<file path="src/rtl/array_access_arbiter_pkg.sv">
// Shared definitions for the array access arbiter and the array_dataflow family:
// op encoding, FSM state codes and the address-width helper.
package array_access_arbiter_pkg;

   localparam logic OP_READ  = 1'b0;
   localparam logic OP_WRITE = 1'b1;

   localparam logic [1:0] ST_RST  = 2'd0;
   localparam logic [1:0] ST_INIT = 2'd1;
   localparam logic [1:0] ST_RUN  = 2'd2;

   // Address width for a given depth; never below one bit.
   function automatic int clog2(input int value);
      int result;
      result = 1;
      while ((1 << result) < value) result++;
      return result;
   endfunction

endpackage

</file>
<file path="src/rtl/rr_arbiter2.sv">
// Two-way round-robin arbiter: a lone requester always wins, a tie goes to prio,
// and prio moves to the other requester after every grant.
module rr_arbiter2 (
   input  logic       clk,
   input  logic       rst_n,
   input  logic [1:0] req,
   input  logic       enable,
   output logic [1:0] grant
);

   logic r_prio;

   // NOTE: every output of a combinational block gets a default first, so no path leaves it unassigned and no latch is inferred.
   always_comb begin
      grant = 2'b00;
      if (enable) begin
         case (req)
            2'b01:   grant = 2'b01;
            2'b10:   grant = 2'b10;
            2'b11:   grant = r_prio ? 2'b10 : 2'b01;
            default: grant = 2'b00;
         endcase
      end
   end

   // NOTE: sequential state uses non-blocking assignments so every register samples pre-edge values.
   always_ff @(posedge clk or negedge rst_n) begin
      if (!rst_n) begin
         r_prio <= 1'b0;
      end else if (grant[0]) begin
         r_prio <= 1'b1;
      end else if (grant[1]) begin
         r_prio <= 1'b0;
      end
   end

endmodule

</file>
<file path="src/rtl/array_access_arbiter.sv">
// Sole owner of the array_dataflow memory ports: clears the memory after reset,
// then serves one request per cycle from two round-robin requesters.
module array_access_arbiter
   import array_access_arbiter_pkg::*;
#(
   parameter  int WIDTH = 8,
   parameter  int DEPTH = 4,
   localparam int ADDR  = clog2(DEPTH)
) (
   input  logic                 clk,
   input  logic                 rst_n,
   input  logic [1:0]           req_valid,
   output logic [1:0]           req_ready,
   input  logic [1:0]           req_we,
   input  logic [2*ADDR-1:0]    req_addr,
   input  logic [2*WIDTH-1:0]   req_wdata,
   output logic [1:0]           rsp_valid,
   output logic [2*WIDTH-1:0]   rsp_rdata,
   output logic                 busy,
   output logic                 mem_write_en,
   output logic [ADDR-1:0]      mem_write_addr,
   output logic [WIDTH-1:0]     mem_write_data,
   output logic [ADDR-1:0]      mem_read_addr,
   input  logic [WIDTH-1:0]     mem_read_data
);

   localparam logic [ADDR-1:0] LAST_ADDR = ADDR'(DEPTH - 1);
   localparam logic [ADDR:0]   DEPTH_W   = (ADDR + 1)'(DEPTH);

   logic [1:0]         r_state;
   logic [ADDR-1:0]    r_clr_cnt;
   logic [1:0]         r_rsp_valid;
   logic [2*WIDTH-1:0] r_rsp_rdata;

   logic [1:0]       w_grant;
   logic             w_run;
   logic             w_any;
   logic             w_sel;
   logic [ADDR-1:0]  w_addr;
   logic             w_we;
   logic [WIDTH-1:0] w_wdata;
   logic             w_in_range;
   logic             w_read_grant;
   logic [WIDTH-1:0] w_rd_data;

   assign w_run = (r_state == ST_RUN);

   rr_arbiter2 u_arb (
      .clk    (clk),
      .rst_n  (rst_n),
      .req    (req_valid),
      .enable (w_run),
      .grant  (w_grant)
   );

   // The grant is one-hot, so bit 1 alone selects the winning requester.
   assign w_any        = |w_grant;
   assign w_sel        = w_grant[1];
   assign w_addr       = w_sel ? req_addr[2*ADDR-1:ADDR]    : req_addr[ADDR-1:0];
   assign w_wdata      = w_sel ? req_wdata[2*WIDTH-1:WIDTH] : req_wdata[WIDTH-1:0];
   assign w_we         = w_sel ? req_we[1] : req_we[0];
   assign w_in_range   = ({1'b0, w_addr} < DEPTH_W);
   assign w_read_grant = w_any && (w_we == OP_READ);
   assign w_rd_data    = w_in_range ? mem_read_data : '0;

   assign req_ready = w_grant;
   assign busy      = !w_run;
   assign rsp_valid = r_rsp_valid;
   assign rsp_rdata = r_rsp_rdata;

   always_ff @(posedge clk or negedge rst_n) begin
      if (!rst_n) begin
         r_state   <= ST_RST;
         r_clr_cnt <= '0;
      end else begin
         case (r_state)
            ST_RST: begin
               r_state   <= ST_INIT;
               r_clr_cnt <= '0;
            end
            ST_INIT: begin
               r_clr_cnt <= r_clr_cnt + ADDR'(1);
               if (r_clr_cnt == LAST_ADDR) r_state <= ST_RUN;
            end
            ST_RUN:  r_state <= ST_RUN;
            default: r_state <= ST_RST;
         endcase
      end
   end

   always_comb begin
      mem_write_en   = 1'b0;
      mem_write_addr = '0;
      mem_write_data = '0;
      mem_read_addr  = '0;
      if (r_state == ST_INIT) begin
         mem_write_en   = 1'b1;
         mem_write_addr = r_clr_cnt;
      end else if (w_any && w_in_range) begin
         // Out-of-range requests still handshake but never touch the memory.
         if (w_we == OP_WRITE) begin
            mem_write_en   = 1'b1;
            mem_write_addr = w_addr;
            mem_write_data = w_wdata;
         end else begin
            mem_read_addr = w_addr;
         end
      end
   end

   // NOTE: only control and response registers are reset; the memory array itself is cleared by the INIT sweep, not by rst_n.
   always_ff @(posedge clk or negedge rst_n) begin
      if (!rst_n) begin
         r_rsp_valid <= 2'b00;
         r_rsp_rdata <= '0;
      end else begin
         r_rsp_valid <= w_read_grant ? w_grant : 2'b00;
         if (w_read_grant && w_grant[0]) r_rsp_rdata[WIDTH-1:0]       <= w_rd_data;
         if (w_read_grant && w_grant[1]) r_rsp_rdata[2*WIDTH-1:WIDTH] <= w_rd_data;
      end
   end

endmodule

</file>
<file path="config.mk">
export PLATFORM = sky130hd
export DESIGN_NAME = array_access_arbiter
export DESIGN_NICKNAME = d
export VERILOG_FILES = /design/src/rtl/array_access_arbiter_pkg.sv /design/src/rtl/rr_arbiter2.sv /design/src/rtl/array_access_arbiter.sv
export SDC_FILE = /design/constraint.sdc
export NUM_CORES = 1
export LEC_CHECK = 0
export ABC_AREA = 1
export BUFFER_PORTS_ARGS = -buffer_cell sky130_fd_sc_hd__buf_2
export CORE_AREA = 4 4 59 61
export CTS_CLUSTER_SIZE = 16
export DETAILED_ROUTE_END_ITERATION = 10
export DIE_AREA = 0 0 63 65
export PLACE_DENSITY_LB_ADDON = 0.12
export SYNTH_ARGS = -nofsm -noshare
export SYNTH_HDL_FRONTEND = slang
export SYNTH_SLANG_ARGS = --single-unit
</file>
<file path="constraint.sdc">
create_clock -name clk -period 2 [get_ports clk]
set_clock_uncertainty 0.1 [all_clocks]
set_input_delay 0.3 -clock clk [delete_from_list [all_inputs] [get_ports clk]]
set_output_delay 0.3 -clock clk [all_outputs]
set_load 0.03 [all_outputs]
</file>
Word level (Yosys, flattened, before mapping)

Index checks and enable logic that the tools add are counted.

Output and inout bits: 34
Bits of input ports: 34
Logic and storage cells: 47
Flip-flop bits (word level): 23

Add/sub/neg operators: 1
Bitwise logic cells: 1
Muxes and demuxes: 24
Equal/unequal tests: 7
Reduce and logical (&&, ||, !) cells: 8

Operators with widths:

| cell                | number |
|---|---|
| $mux 8              | 4 |
| $mux 2              | 11 |
| $pmux 2 s3          | 2 |
| $eq 2x2->1 const B  | 4 |
| $mux 1              | 6 |
| $eq 2x1->1 const B  | 2 |
| $pmux 2 s2          | 1 |
| $reduce_bool 2->1   | 2 |
| $logic_and 1x1->1   | 3 |
| $add 2x1->2 const B | 1 |
| $logic_not 2->1     | 1 |
| $ne 2x2->1 const B  | 1 |
| $reduce_or 2->1     | 1 |
| $logic_not 1->1     | 1 |
| $not 1->1           | 1 |

Depth between registers and ports, before layout

Gate-level depths: netlist of the first run.

Word-level depth: 7
Mapped depth: 11
Gate-level depth less buffers: 11

Cells and area by module

From an unflattened synthesis of the first run, not the netlist that was laid out.

Cells, all modules: 160
Area, all modules: 1271.2 µm²

By module, submodules not included:

| module               | area an instance (µm²) | seq. area each (µm²) | cells each | instances |
|---|---|---|---|---|
| array_access_arbiter | 1207.4                 | 550.5                | 149        | 1 |
| rr_arbiter2          | 63.8                   | 25.0                 | 11         | 1 |

Worst setup path after synthesis of the first run

No wires, ideal clock.

Kind: flip-flop to output port
Start: reg r_state[0]
End: out mem_write_addr[1]
Arrival: 1803 ps
Slack: -203 ps
Required time: 1600 ps
Path buffers: 0
Stages on the path, launching flop included: 9
Cells stage by stage: dfrtp_1 inv_1 ha_1 nand2_1 inv_2 nand2_2 nand2_1 nand3_2 o21ai_0

Longest elaborated chain between the ends: 6
Elaborated cells between the ends (all ways): 9
Classes of those cells: eq/ne: 2; mux: 6; reduce/logical: 1

Ends and longest elaborated chain:

| element                          | line                                                   | text |
|---|---|---|
| start: declaration               | array_access_arbiter.sv:30                             | `logic [1:0] r_state;` |
| start signal: assignment         | array_access_arbiter.sv:73                             | `r_state <= ST_RST;` |
| start signal: assignment         | array_access_arbiter.sv:78                             | `r_state <= ST_INIT;` |
| start signal: assignment         | array_access_arbiter.sv:83                             | `if (r_clr_cnt == LAST_ADDR) r_state <= ST_RUN;` |
| $eq 2x2->1                       | array_access_arbiter.sv:46                             | `assign w_run = (r_state == ST_RUN);` |
| $mux 2                           | rr_arbiter2.sv:16                                      | `if (enable) begin` |
| $mux 2 or $mux 1 (tied branches) | array_access_arbiter.sv:59, array_access_arbiter.sv:61 |  |
| $mux 2                           | array_access_arbiter.sv:101                            | `if (w_we == OP_WRITE) begin` |
| $mux 2                           | array_access_arbiter.sv:99                             | `end else if (w_any && w_in_range) begin` |
| $mux 2 *                         | array_access_arbiter.sv:96                             | `if (r_state == ST_INIT) begin` |
| end: declaration                 | array_access_arbiter.sv:21                             | `output logic [ADDR-1:0] mem_write_addr,` |

Mark *: on every way between the ends. The rest lies on a longest branch, timed or not.

Final worst setup path of the first run

Start: reg r_state[0]
End: out mem_write_data[5]

Longest elaborated chain between the ends: 6
Elaborated cells between the ends (all ways): 9
Classes of those cells: eq/ne: 2; mux: 6; reduce/logical: 1

Ends and longest elaborated chain:

| element                          | line                                                   | text |
|---|---|---|
| $eq 2x2->1                       | array_access_arbiter.sv:46                             |  |
| $mux 2                           | rr_arbiter2.sv:16                                      |  |
| $mux 8 or $mux 1 (tied branches) | array_access_arbiter.sv:60, array_access_arbiter.sv:61 |  |
| $mux 8                           | array_access_arbiter.sv:101                            |  |
| $mux 8                           | array_access_arbiter.sv:99                             |  |
| $mux 8 *                         | array_access_arbiter.sv:96                             |  |
| end: declaration                 | array_access_arbiter.sv:22                             | `output logic [WIDTH-1:0] mem_write_data,` |

Marks and branches as above.

==> flow_summary.toml, run 1 <==
[setup_path]
critPathBufInv = 4
timing.reg2reg.worst_path_depth = 7
worst_r2r_startpoint = "r_state[0]"
critical_path.max_stage_delay_ps = 410
critPathRequiredTime_ps = 1600
worst_path_dominant_cell_family = "buffers and inverters"
worst_setup_path_category = "reg2out"
crit_path_frequent_cell = "sky130_fd_sc_hd__nand2_4"
arrival_ps = 1800
worst_path_max_delay_cell = "sky130_fd_sc_hd__dfrtp_1"
crit_fanout = 5
cell_by_cell_listing_of_the_critical_path = "inv_2 > ha_4 > nand2_4 > inv_6 > nand2_8 > clkbuf_16 > nand2_4 > o21ai_2 > nor3_2 > buf_4"
critical_path.reg2reg.endpoint = "r_clr_cnt[0]"
cp-end-kind = "primary output"
timing.critical_path.from_type = "register"
worst-r2r-setup-slack_ps = 380

[placement]
placed_cells_incl_taps = 265
globalplace.congestion = 0.742
hpwl_um = 2420
portBuffers = 67

[logic_synthesis]
leading_post_synthesis_cells_by_instance_count = "sky130_fd_sc_hd__nand2_1, sky130_fd_sc_hd__dfrtp_1, sky130_fd_sc_hd__inv_1"
synthArstFlopShare_pct = 100
synth_seq_cells = 23
synth_top_area_share_pct = 46.2
synth_top_flop_cell = "sky130_fd_sc_hd__dfrtp_1"
synth_largest_area_cell = "sky130_fd_sc_hd__dfrtp_1"
synthMostInstantiatedCell = "sky130_fd_sc_hd__nand2_1"
post_synth_instance_area_um2 = 1240
post_synth_inst_count = 164
seq_area_frac_synth_pct = 46.2
synth_enable_flop_cells = 0
average_footprint_of_a_synthesized_cell_um2 = 7.59
synth_cell_type_count = 23
syn_nets = 202
post_synth_main_area_contributors = "sky130_fd_sc_hd__dfrtp_1, sky130_fd_sc_hd__nand2_1, sky130_fd_sc_hd__inv_1, sky130_fd_sc_hd__ha_1, sky130_fd_sc_hd__nor3_1"
yosys_warnings = 0

[final_layout]
finalCoreUtilization_pct = 67.0
multiInputGateArea_um2 = 741
syn2layout_area_growth_pct = 60.3
share_of_post_route_cells_with_drive_strength_above_1_pct = 52.3
finish.cell_count_without_fillers = 276
antenna-diode-count = 0
nNetsFinal = 282
area.sequential_um2 = 576
layout.filler_cells = 250

[timing]
fmax_mhz = 455
post-route-worst-setup-slack_ps = -197
post-route-period-util_pct = 110
report.final.slew_viol_count = 0
finalWorstPathRequiredPeriod_ps = 2200
rsz_0062_raised_after_global_routing = "yes"
setup_tns_ps = -1720
final-hold-violation-count = 0
worst_pin_slew_ps = 496
slew_headroom_pct = 66.9
timing.final.setup_violations = 13

[global_routing]
grt_max_degree = 24
global_route_usage_over_all_layers_pct = 17.2
grt_pass1_vias = 1249
grt_pass1_wl_um = 5670
number_of_antenna_violations_at_the_first_check_in_global_routing = 0
grt_overflow_total = 0

[pwr]
netSwitchingFraction_pct = 41.7
power-per-cell-area_nw_per_um2 = 711
leakagePower_nw = 1.16
power.internal_w = 0.000827
peakVddDrop_v = 0.000459
power.combinational.fraction_pct = 44.3
total_switching_power_w = 0.000591
share_seq_of_total_power_pct = 40.4
power.share.clock_pct = 15.3

[min_path]
min-delay-start = "mem_read_data[7]"
holdCritPathClass = "in2reg"
timing.hold.worst_path_depth = 3
timing.hold.worst_endpoint = "rsp_rdata[15]"

[job]
timing.max_cap.violations = 0

[clock_tree]
tritoncts_clock_tree = "built"
cts-root-buf = "sky130_fd_sc_hd__clkbuf_4"
clk_path_buf_depth = 2
cts.reportedPaths.clkPinSlew_ps = 130
clock-sinks = 23
h-tree-depth = 1
cts_inserted_buffers = 3
clock_insertion_delay_worst_skew_ps = 300

[routing]
routed_wl_um = 3560
route.detailed.wl_per_inst_um = 12.9
m1_wl_um = 1510
drt_drc_violations_left = 0
route.met3.wl_um = 330
detailroute.via_count = 1293
viasPerCell = 4.68
dr.first_iter.drc_count = 49
wl_met2_um = 1700
route.top_layer_used = "met4"
remaining_number_of_nets_flagged_by_the_antenna_check_after_routing = 0
first_pass_iteration_count_of_the_detailed_router = 4

[outcome]
violations = "setup timing"
status = "complete, but fails checks"

[floorplanning]
io_count = 68
fp.coreArea_um2 = 2980
die_width_um = 63
die_area_um2 = 4100
floorplan.initialDensity_pct = 41.8
die_y_um = 65
number_of_cell_rows = 20
## per-layer routing
| metal | up-vias | GRT usage (%) |
|---|---|---|
| met5 | - | 0 |
| met4 | 0 | 4.13 |
| met3 | 2 | 5.03 |
| met2 | 46 | 29.8 |
| met1 | 580 | 21.1 |
| li1 | 665 | - |
## through the flow
step,worst slack (ps),hold slack [ps],total power [W],area (um2)
global placement,33.5,196,0.00111,1660
floorplan,-200,-95.6,0.000942,1270
global route,-312,62.7,0.00151,2000
finish,-197,85.0,0.00142,2000
detailed placement,-24.8,200,0.00112,1660
CTS,-137,72.9,0.00138,1850
## logic make-up after synthesis
group	share of synthesized area (%)
AOI/OAI and AO/OA	7.34
adders and majority gates	4.02
buffers and inverters	10.3
DFF	46.2
and+or+nand+nor	32.2
## flip-flops by register name, summed over array words and instances, names as in the netlist
signal,cells
r_clr_cnt,2
rsp_valid,2
r_state,2
u_arb.r_prio,1
rsp_rdata,16
## worst max path at each step
stage | start | depth (start not counted) | end | slack, ps
floorplan | r_state[0] | 9 | mem_write_data[3] | -200
global placement | r_state[0] | 11 | mem_write_addr[0] | 30
detailed placement | r_state[0] | 11 | mem_write_addr[0] | -20
CTS | r_state[0] | 9 | mem_write_data[2] | -140
global route | r_state[0] | 10 | mem_write_data[5] | -310
finish | r_state[0] | 10 | mem_write_data[5] | -200
## cell usage in the layout, fill, tap and decap left out
| master | instances |
|---|---|
| sky130_fd_sc_hd__dfrtp_1 | 23 |
| sky130_fd_sc_hd__a21oi_1 | 1 |
| sky130_fd_sc_hd__nand2_8 | 1 |
| sky130_fd_sc_hd__o21ai_0 | 6 |
| sky130_fd_sc_hd__clkbuf_4 | 3 |
| sky130_fd_sc_hd__nand3_4 | 4 |
| sky130_fd_sc_hd__ha_1 | 3 |
| sky130_fd_sc_hd__nand2_2 | 9 |
| sky130_fd_sc_hd__nand2_1 | 56 |
| sky130_fd_sc_hd__o21ai_2 | 6 |
| sky130_fd_sc_hd__or2_2 | 2 |
| sky130_fd_sc_hd__nand3b_1 | 1 |
| sky130_fd_sc_hd__dlygate4sd3_1 | 1 |
| sky130_fd_sc_hd__nor2_2 | 1 |
| sky130_fd_sc_hd__nand3_1 | 2 |
| sky130_fd_sc_hd__o21ai_1 | 3 |
| sky130_fd_sc_hd__ha_4 | 1 |
| sky130_fd_sc_hd__clkinvlp_4 | 1 |
| sky130_fd_sc_hd__o21bai_1 | 1 |
| sky130_fd_sc_hd__buf_2 | 53 |
| sky130_fd_sc_hd__nand2_4 | 6 |
| sky130_fd_sc_hd__inv_4 | 1 |
| sky130_fd_sc_hd__buf_6 | 7 |
| sky130_fd_sc_hd__buf_4 | 15 |
| sky130_fd_sc_hd__inv_6 | 1 |
| sky130_fd_sc_hd__nor3_2 | 8 |
| sky130_fd_sc_hd__nor2_4 | 1 |
| sky130_fd_sc_hd__nor3_4 | 1 |
| sky130_fd_sc_hd__buf_8 | 1 |
| sky130_fd_sc_hd__inv_2 | 4 |
| sky130_fd_sc_hd__inv_1 | 19 |
| sky130_fd_sc_hd__clkbuf_16 | 1 |
## power by group through the flow
stage	clock network (W)	logic, W	registers, W
after global routing	0.000249	0.000673	0.000585
after CTS	0.000228	0.000581	0.000574
final	0.000216	0.000629	0.000573
after detailed placement	0	0.000535	0.000581
after floorplan	0	0.000219	0.000724
after global placement	0	0.000530	0.000583
## timing repair
| item | in CTS | in global routing |
|---|---|---|
| pin swaps | 10 | 9 |
| setup buffers | 2 | 2 |
| resized for setup | 37 | 28 |
| endpoints found under the hold margin | 23 | 0 |
| hold buffers | 1 | 0 |
| endpoints found under the setup margin | 15 | 15 |
| gates cloned | 1 | 1 |
## area by class of cell
class | count | share of cell area, %
clock buffer | 3 | 1.13
clock inverter | 1 | 0.376
inverter | 25 | 5.08
multi-input combinational | 113 | 37.1
sequential | 23 | 28.8
tap | 33 | 2.07
timing repair buffer | 78 | 25.4
## tightest hold or removal path, stage by stage
cell and delay, ps:
sky130_fd_sc_hd__buf_2 80, sky130_fd_sc_hd__nand2_1 40, sky130_fd_sc_hd__nand2_1 50
Note: power is estimated with default switching activity, not from simulation.
==> run 2, diff against run 1 <==
--- a/config.mk
+++ b/config.mk
@@ -12,6 +12,7 @@
 export DETAILED_ROUTE_END_ITERATION = 10
 export DIE_AREA = 0 0 63 65
 export PLACE_DENSITY_LB_ADDON = 0.12
+export RECOVER_POWER = 50
 export SYNTH_ARGS = -nofsm -noshare
 export SYNTH_HDL_FRONTEND = slang
 export SYNTH_SLANG_ARGS = --single-unit
==> run 2 against run 1 <==
  * The flow still finishes with violations (setup timing)
  * Die area is the same
  * Global-route usage is the same
  * Fmax is essentially flat
  * Sequential power is essentially flat
  * Sequential share of layout area grew 0.20 points
  * Setup slack lost 1.1 ps
  * Combinational power shrank 2%
  * Critical endpoint unchanged
  * Routed wire length grew 0.31%
==> flow_summary.toml, run 2 (synthesis gave the netlist of run 1 again) <==
[floorplanning]
floorplan.initialDensity_pct = 41.8
die_y_um = 65
die_width_um = 63
fp.coreArea_um2 = 2980
io_count = 68
die_area_um2 = 4100
number_of_cell_rows = 20

[setup_path]
worst_setup_path_category = "reg2out"
crit_fanout = 5
arrival_ps = 1800
worst_r2r_startpoint = "r_state[0]"
timing.critical_path.from_type = "register"
timing.reg2reg.worst_path_depth = 7
cp-end-kind = "primary output"
worst-r2r-setup-slack_ps = 380
critical_path.reg2reg.endpoint = "r_clr_cnt[0]"
critPathRequiredTime_ps = 1600

[routing]
routed_wl_um = 3570
first_pass_iteration_count_of_the_detailed_router = 4
dr.first_iter.drc_count = 51
viasPerCell = 4.72
drt_drc_violations_left = 0
remaining_number_of_nets_flagged_by_the_antenna_check_after_routing = 0
route.detailed.wl_per_inst_um = 12.9
detailroute.via_count = 1302

[timing]
timing.final.setup_violations = 13
rsz_0062_raised_after_global_routing = "yes"
worst_pin_slew_ps = 1210
final-hold-violation-count = 0
final.hold.worst_slack_ps = 80.5
fmax_mhz = 455
post-route-period-util_pct = 110
report.final.slew_viol_count = 0
finalWorstPathRequiredPeriod_ps = 2200
slew_headroom_pct = 19.0
post-route-worst-setup-slack_ps = -198

[outcome]
status = "complete, but fails checks"
violations = "setup timing"

[placement]
hpwl_um = 2420
place_ws_ps = -24.8
globalplace.congestion = 0.742
placed_cells_incl_taps = 265
portBuffers = 67

[pwr]
power.share.clock_pct = 15.5
share_seq_of_total_power_pct = 40.7
leakagePower_nw = 1.13
peakVddDrop_v = 0.000456
power.combinational.fraction_pct = 43.8
power.internal_w = 0.000816
power-per-cell-area_nw_per_um2 = 712
netSwitchingFraction_pct = 42.1
total_switching_power_w = 0.000595

[min_path]
min-delay-start = "mem_read_data[7]"
timing.hold.worst_path_depth = 3
holdCritPathClass = "in2reg"
timing.hold.worst_endpoint = "rsp_rdata[15]"

[clock_tree]
cts.reportedPaths.clkPinSlew_ps = 140
cts-root-buf = "sky130_fd_sc_hd__clkbuf_4"
clock_insertion_delay_worst_skew_ps = 300
cts_inserted_buffers = 3
tritoncts_clock_tree = "built"
clock-sinks = 23
clk_path_buf_depth = 2
h-tree-depth = 1

[final_layout]
most_common_library_cell_in_the_layout_ignoring_fill_and_taps = "sky130_fd_sc_hd__nand2_1"
layout.cells.most_common_list = "sky130_fd_sc_hd__nand2_1, sky130_fd_sc_hd__buf_2, sky130_fd_sc_hd__dfrtp_1, sky130_fd_sc_hd__inv_1, sky130_fd_sc_hd__buf_4"
finish.cell_count_without_fillers = 276
layout.filler_cells = 255
share_of_post_route_cells_with_drive_strength_above_1_pct = 47.7
finalCoreUtilization_pct = 66.6
largest_reg_flops = 16
nNetsFinal = 282
syn2layout_area_growth_pct = 59.2
antenna-diode-count = 0

[global_routing]
number_of_antenna_violations_at_the_first_check_in_global_routing = 0
grt_max_degree = 24
global_route_usage_over_all_layers_pct = 17.2
grt_overflow_total = 0
grt_pass1_vias = 1249
grt_pass1_wl_um = 5670

[job]
timing.max_cap.violations = 0
## run 2: cell types whose count changed in the layout (fill, tap and decap cells not counted), sizes merged
cell	change
buf	-11
clkbuf	+11
## run 2: how the worst max path moves through the flow
stage	endpoint	slack, ps	from	cells past startpoint
final	mem_write_data[5]	-200	r_state[0]	10
after global routing	mem_write_data[5]	-310	r_state[0]	10
after CTS	mem_write_data[2]	-140	r_state[0]	9
after detailed placement	mem_write_addr[0]	-20	r_state[0]	11
after global placement	mem_write_addr[0]	30	r_state[0]	11
after floorplan	mem_write_data[3]	-200	r_state[0]	9
## run 2: routing by layer
layer  GRT usage [%]  vias to the layer above  share of wire [%]
li1                -                      666                  -
met1            21.1                      588                 42
met2            29.8                       46                 48
met3            5.03                        2                9.2
met4            4.13                        0               0.50
met5               0                        -                  0
## run 2: stage by stage
step / setup TNS (ps) / power [W] / area, um2
after global routing: -3090 / 0.00150 / 1980
after CTS: -1410 / 0.00138 / 1850
after detailed placement: -24.8 / 0.00112 / 1660
after global placement: 0 / 0.00111 / 1660
final: -1730 / 0.00141 / 1980
after floorplan: -822 / 0.000942 / 1270
## run 2: cell type report
class	instances	area [um2]	share of cell area, %
inverters	25	101	5.11
well taps	33	41.3	2.08
repair buffers	78	493	24.9
clock buffers	3	22.5	1.14
multi-input cells	113	741	37.4
flip-flops and latches	23	576	29.0
clock inverters	1	7.51	0.379
## run 2: power by group through the flow
| stage | Combinational [W] | Clock, W | Sequential (W) |
|---|---|---|---|
| 2_1_floorplan | 0.000219 | 0 | 0.000724 |
| 3_3_place_gp | 0.000530 | 0 | 0.000583 |
| 3_5_place_dp | 0.000535 | 0 | 0.000581 |
| 4_1_cts | 0.000581 | 0.000228 | 0.000574 |
| 5_1_grt | 0.000662 | 0.000249 | 0.000586 |
| 6_report | 0.000618 | 0.000219 | 0.000574 |
## run 2: critical path: stages (launching register included)
cell	delay, ps
sky130_fd_sc_hd__dfrtp_1	410
sky130_fd_sc_hd__inv_2	80
sky130_fd_sc_hd__ha_4	150
sky130_fd_sc_hd__nand2_4	60
sky130_fd_sc_hd__inv_6	80
sky130_fd_sc_hd__nand2_8	70
sky130_fd_sc_hd__clkbuf_16	160
sky130_fd_sc_hd__nand2_4	50
sky130_fd_sc_hd__o21ai_2	50
sky130_fd_sc_hd__nor3_2	190
sky130_fd_sc_hd__buf_4	190
## run 2: timing repair
| action | in CTS | in global routing |
|---|---|---|
| setup buffers | 2 | 2 |
| setup endpoints to repair | 15 | 15 |
| endpoints found under the hold margin | 23 | 0 |
| pin swaps | 10 | 9 |
| hold buffers | 1 | 0 |
| cloned | 1 | 1 |
| resized for setup | 37 | 28 |
==> run 3, diff against run 2 <==
--- a/config.mk
+++ b/config.mk
@@ -11,6 +11,7 @@
 export CTS_CLUSTER_SIZE = 16
 export DETAILED_ROUTE_END_ITERATION = 10
 export DIE_AREA = 0 0 63 65
+export MAX_ROUTING_LAYER = met4
 export PLACE_DENSITY_LB_ADDON = 0.12
 export RECOVER_POWER = 50
 export SYNTH_ARGS = -nofsm -noshare
==> run 3 against run 2 <==
  * The flow still finishes with violations (setup timing)
  * First-iteration DRC count increased by 25%
  * Sequential power about the same
  * Worst hold slack improved by 2.9 ps
  * Sequential share of layout area unchanged
  * Clock power about the same
  * Critical path type unchanged
==> flow_summary.toml, run 3 (synthesis gave the netlist of run 1 again) <==
[floorplanning]
fp.coreArea_um2 = 2980
io_count = 68
die_area_um2 = 4100
die_y_um = 65
die_width_um = 63
number_of_cell_rows = 20
floorplan.initialDensity_pct = 41.8

[timing]
post-route-period-util_pct = 110
slew_headroom_pct = 18.9
final.hold.worst_slack_ps = 83.4
fmax_mhz = 454
post-route-worst-setup-slack_ps = -203
timing.final.setup_violations = 13
rsz_0062_raised_after_global_routing = "yes"
final-hold-violation-count = 0
worst_pin_slew_ps = 1220
report.final.slew_viol_count = 0
finalWorstPathRequiredPeriod_ps = 2200

[pwr]
power.combinational.fraction_pct = 43.8
power-per-cell-area_nw_per_um2 = 711
netSwitchingFraction_pct = 42.1
total_switching_power_w = 0.000593
power.internal_w = 0.000816
share_seq_of_total_power_pct = 40.7
leakagePower_nw = 1.13
peakVddDrop_v = 0.000456
report.power.total_w = 0.00141
power.share.clock_pct = 15.5

[clock_tree]
clk_path_buf_depth = 2
cts-root-buf = "sky130_fd_sc_hd__clkbuf_4"
clock-sinks = 23
cts_inserted_buffers = 3
h-tree-depth = 1
clock_insertion_delay_worst_skew_ps = 300
cts.reportedPaths.clkPinSlew_ps = 130
tritoncts_clock_tree = "built"

[setup_path]
critPathRequiredTime_ps = 1600
worst_path_max_delay_cell = "sky130_fd_sc_hd__dfrtp_1"
crit_fanout = 5
worst_setup_path_category = "reg2out"
critPathBufInv = 4
cp-end-kind = "primary output"
worst_path_dominant_cell_family = "buffers and inverters"
timing.critical_path.from_type = "register"
arrival_ps = 1800
critical_path.max_stage_delay_ps = 410
cell_by_cell_listing_of_the_critical_path = "inv_2 > ha_4 > nand2_4 > inv_6 > nand2_8 > clkbuf_16 > nand2_4 > o21ai_2 > nor3_2 > buf_4"
crit_path_frequent_cell = "sky130_fd_sc_hd__nand2_4"

[final_layout]
layout.cells.most_common_list = "sky130_fd_sc_hd__nand2_1, sky130_fd_sc_hd__buf_2, sky130_fd_sc_hd__dfrtp_1, sky130_fd_sc_hd__inv_1, sky130_fd_sc_hd__buf_4"
nNetsFinal = 282
antenna-diode-count = 0
post-route-cell-area_um2 = 1980
most_common_library_cell_in_the_layout_ignoring_fill_and_taps = "sky130_fd_sc_hd__nand2_1"
syn2layout_area_growth_pct = 59.2
largest_reg_flops = 16
share_of_post_route_cells_with_drive_strength_above_1_pct = 47.7
layout.filler_cells = 255

[routing]
detailroute.via_count = 1305
viasPerCell = 4.73
routed_wl_um = 3560
first_pass_iteration_count_of_the_detailed_router = 4
route.detailed.wl_per_inst_um = 12.9
dr.first_iter.drc_count = 64
remaining_number_of_nets_flagged_by_the_antenna_check_after_routing = 0
drt_drc_violations_left = 0

[global_routing]
number_of_antenna_violations_at_the_first_check_in_global_routing = 0
global_route_usage_over_all_layers_pct = 17.7
grt_pass1_wl_um = 5670
grt_use_met1_pct = 21.1
grt_use_met3_pct = 5.03
grt_pass1_vias = 1252
grt_overflow_total = 0
globalRoute.busiestLayer = "met2"
grt.met2_usage_pct = 29.8
grt_max_degree = 24

[outcome]
status = "complete, but fails checks"
violations = "setup timing"

[placement]
globalplace.congestion = 0.751
portBuffers = 67
dpl_cell_area_um2 = 1660
hpwl_um = 2420

[min_path]
holdCritPathClass = "in2reg"

[job]
timing.max_cap.violations = 0
==> run 3: cell counts in the layout (fill, tap and decap cells not counted) <==
Identical to the previous run, type by type.
==> run 3: metrics by stage <==
stage / utilization [%] / setup WS, ps / instances / TNS [ps]
after floorplan: - / -200 / 164 / -822
after global placement: 55.6 / 33.5 / 265 / 0
after detailed placement: 55.6 / -24.8 / 265 / -24.8
after CTS: 62.1 / -137 / 273 / -1410
after global routing: 66.6 / -312 / 276 / -3090
final: 66.6 / -203 / 276 / -1720
==> run 3: worst register-to-register path, cell delays in order, from the launching register on <==
cell and delay [ps]:
sky130_fd_sc_hd__dfrtp_1 380, sky130_fd_sc_hd__inv_2 60, sky130_fd_sc_hd__buf_4 120, sky130_fd_sc_hd__buf_4 120, sky130_fd_sc_hd__buf_4 120, sky130_fd_sc_hd__ha_1 190, sky130_fd_sc_hd__or2_2 280, sky130_fd_sc_hd__o21ai_0 180
==> run 3: worst paths after layout <==
check	slack (ps)	depth (start not counted)	start	to
min in group asynchronous	660	2	rst_n	rsp_rdata[7]
worst max register to register	380	7	r_state[0]	r_clr_cnt[0]
max in group asynchronous	420	2	rst_n	u_arb.r_prio
worst min register to register	390	2	rsp_rdata[9]	rsp_rdata[9]
worst min-delay path	80	3	mem_read_data[7]	rsp_rdata[15]
worst max-delay path	-200	10	r_state[0]	mem_write_data[5]
==> run 3: area by class of cell <==
| cell class | instances | area, um2 | area share, % |
|---|---|---|---|
| flip-flops and latches | 23 | 576 | 29.0 |
| multi-input cells | 113 | 741 | 37.4 |
| well taps | 33 | 41.3 | 2.08 |
| clock buffers | 3 | 22.5 | 1.14 |
| clock inverters | 1 | 7.51 | 0.379 |
| inverters | 25 | 101 | 5.11 |
| repair buffers | 78 | 493 | 24.9 |
==> run 3: power by group through the flow <==
| stage | clock network [W] | registers (W) | logic (W) |
|---|---|---|---|
| finish | 0.000218 | 0.000574 | 0.000618 |
| global route | 0.000249 | 0.000586 | 0.000662 |
| CTS | 0.000228 | 0.000574 | 0.000581 |
| detailed placement | 0 | 0.000581 | 0.000535 |
| global placement | 0 | 0.000583 | 0.000530 |
| floorplan | 0 | 0.000724 | 0.000219 |
==> run 3: what timing repair did <==
item | CTS | global route
hold buffers | 1 | 0
resized for setup | 37 | 28
endpoints found under the setup margin | 15 | 15
setup buffers | 2 | 2
pin swaps | 10 | 9
cloned | 1 | 1
endpoints found under the hold margin | 23 | 0
==> run 3: routing by layer <==
metal  share of wire [%]  wire length, um  up-vias
met3                 8.5              304        2
met4                0.51               18        0
met1                  43             1530      588
li1                    -                -      667
met5                   0                0        -
met2                  48             1710       48
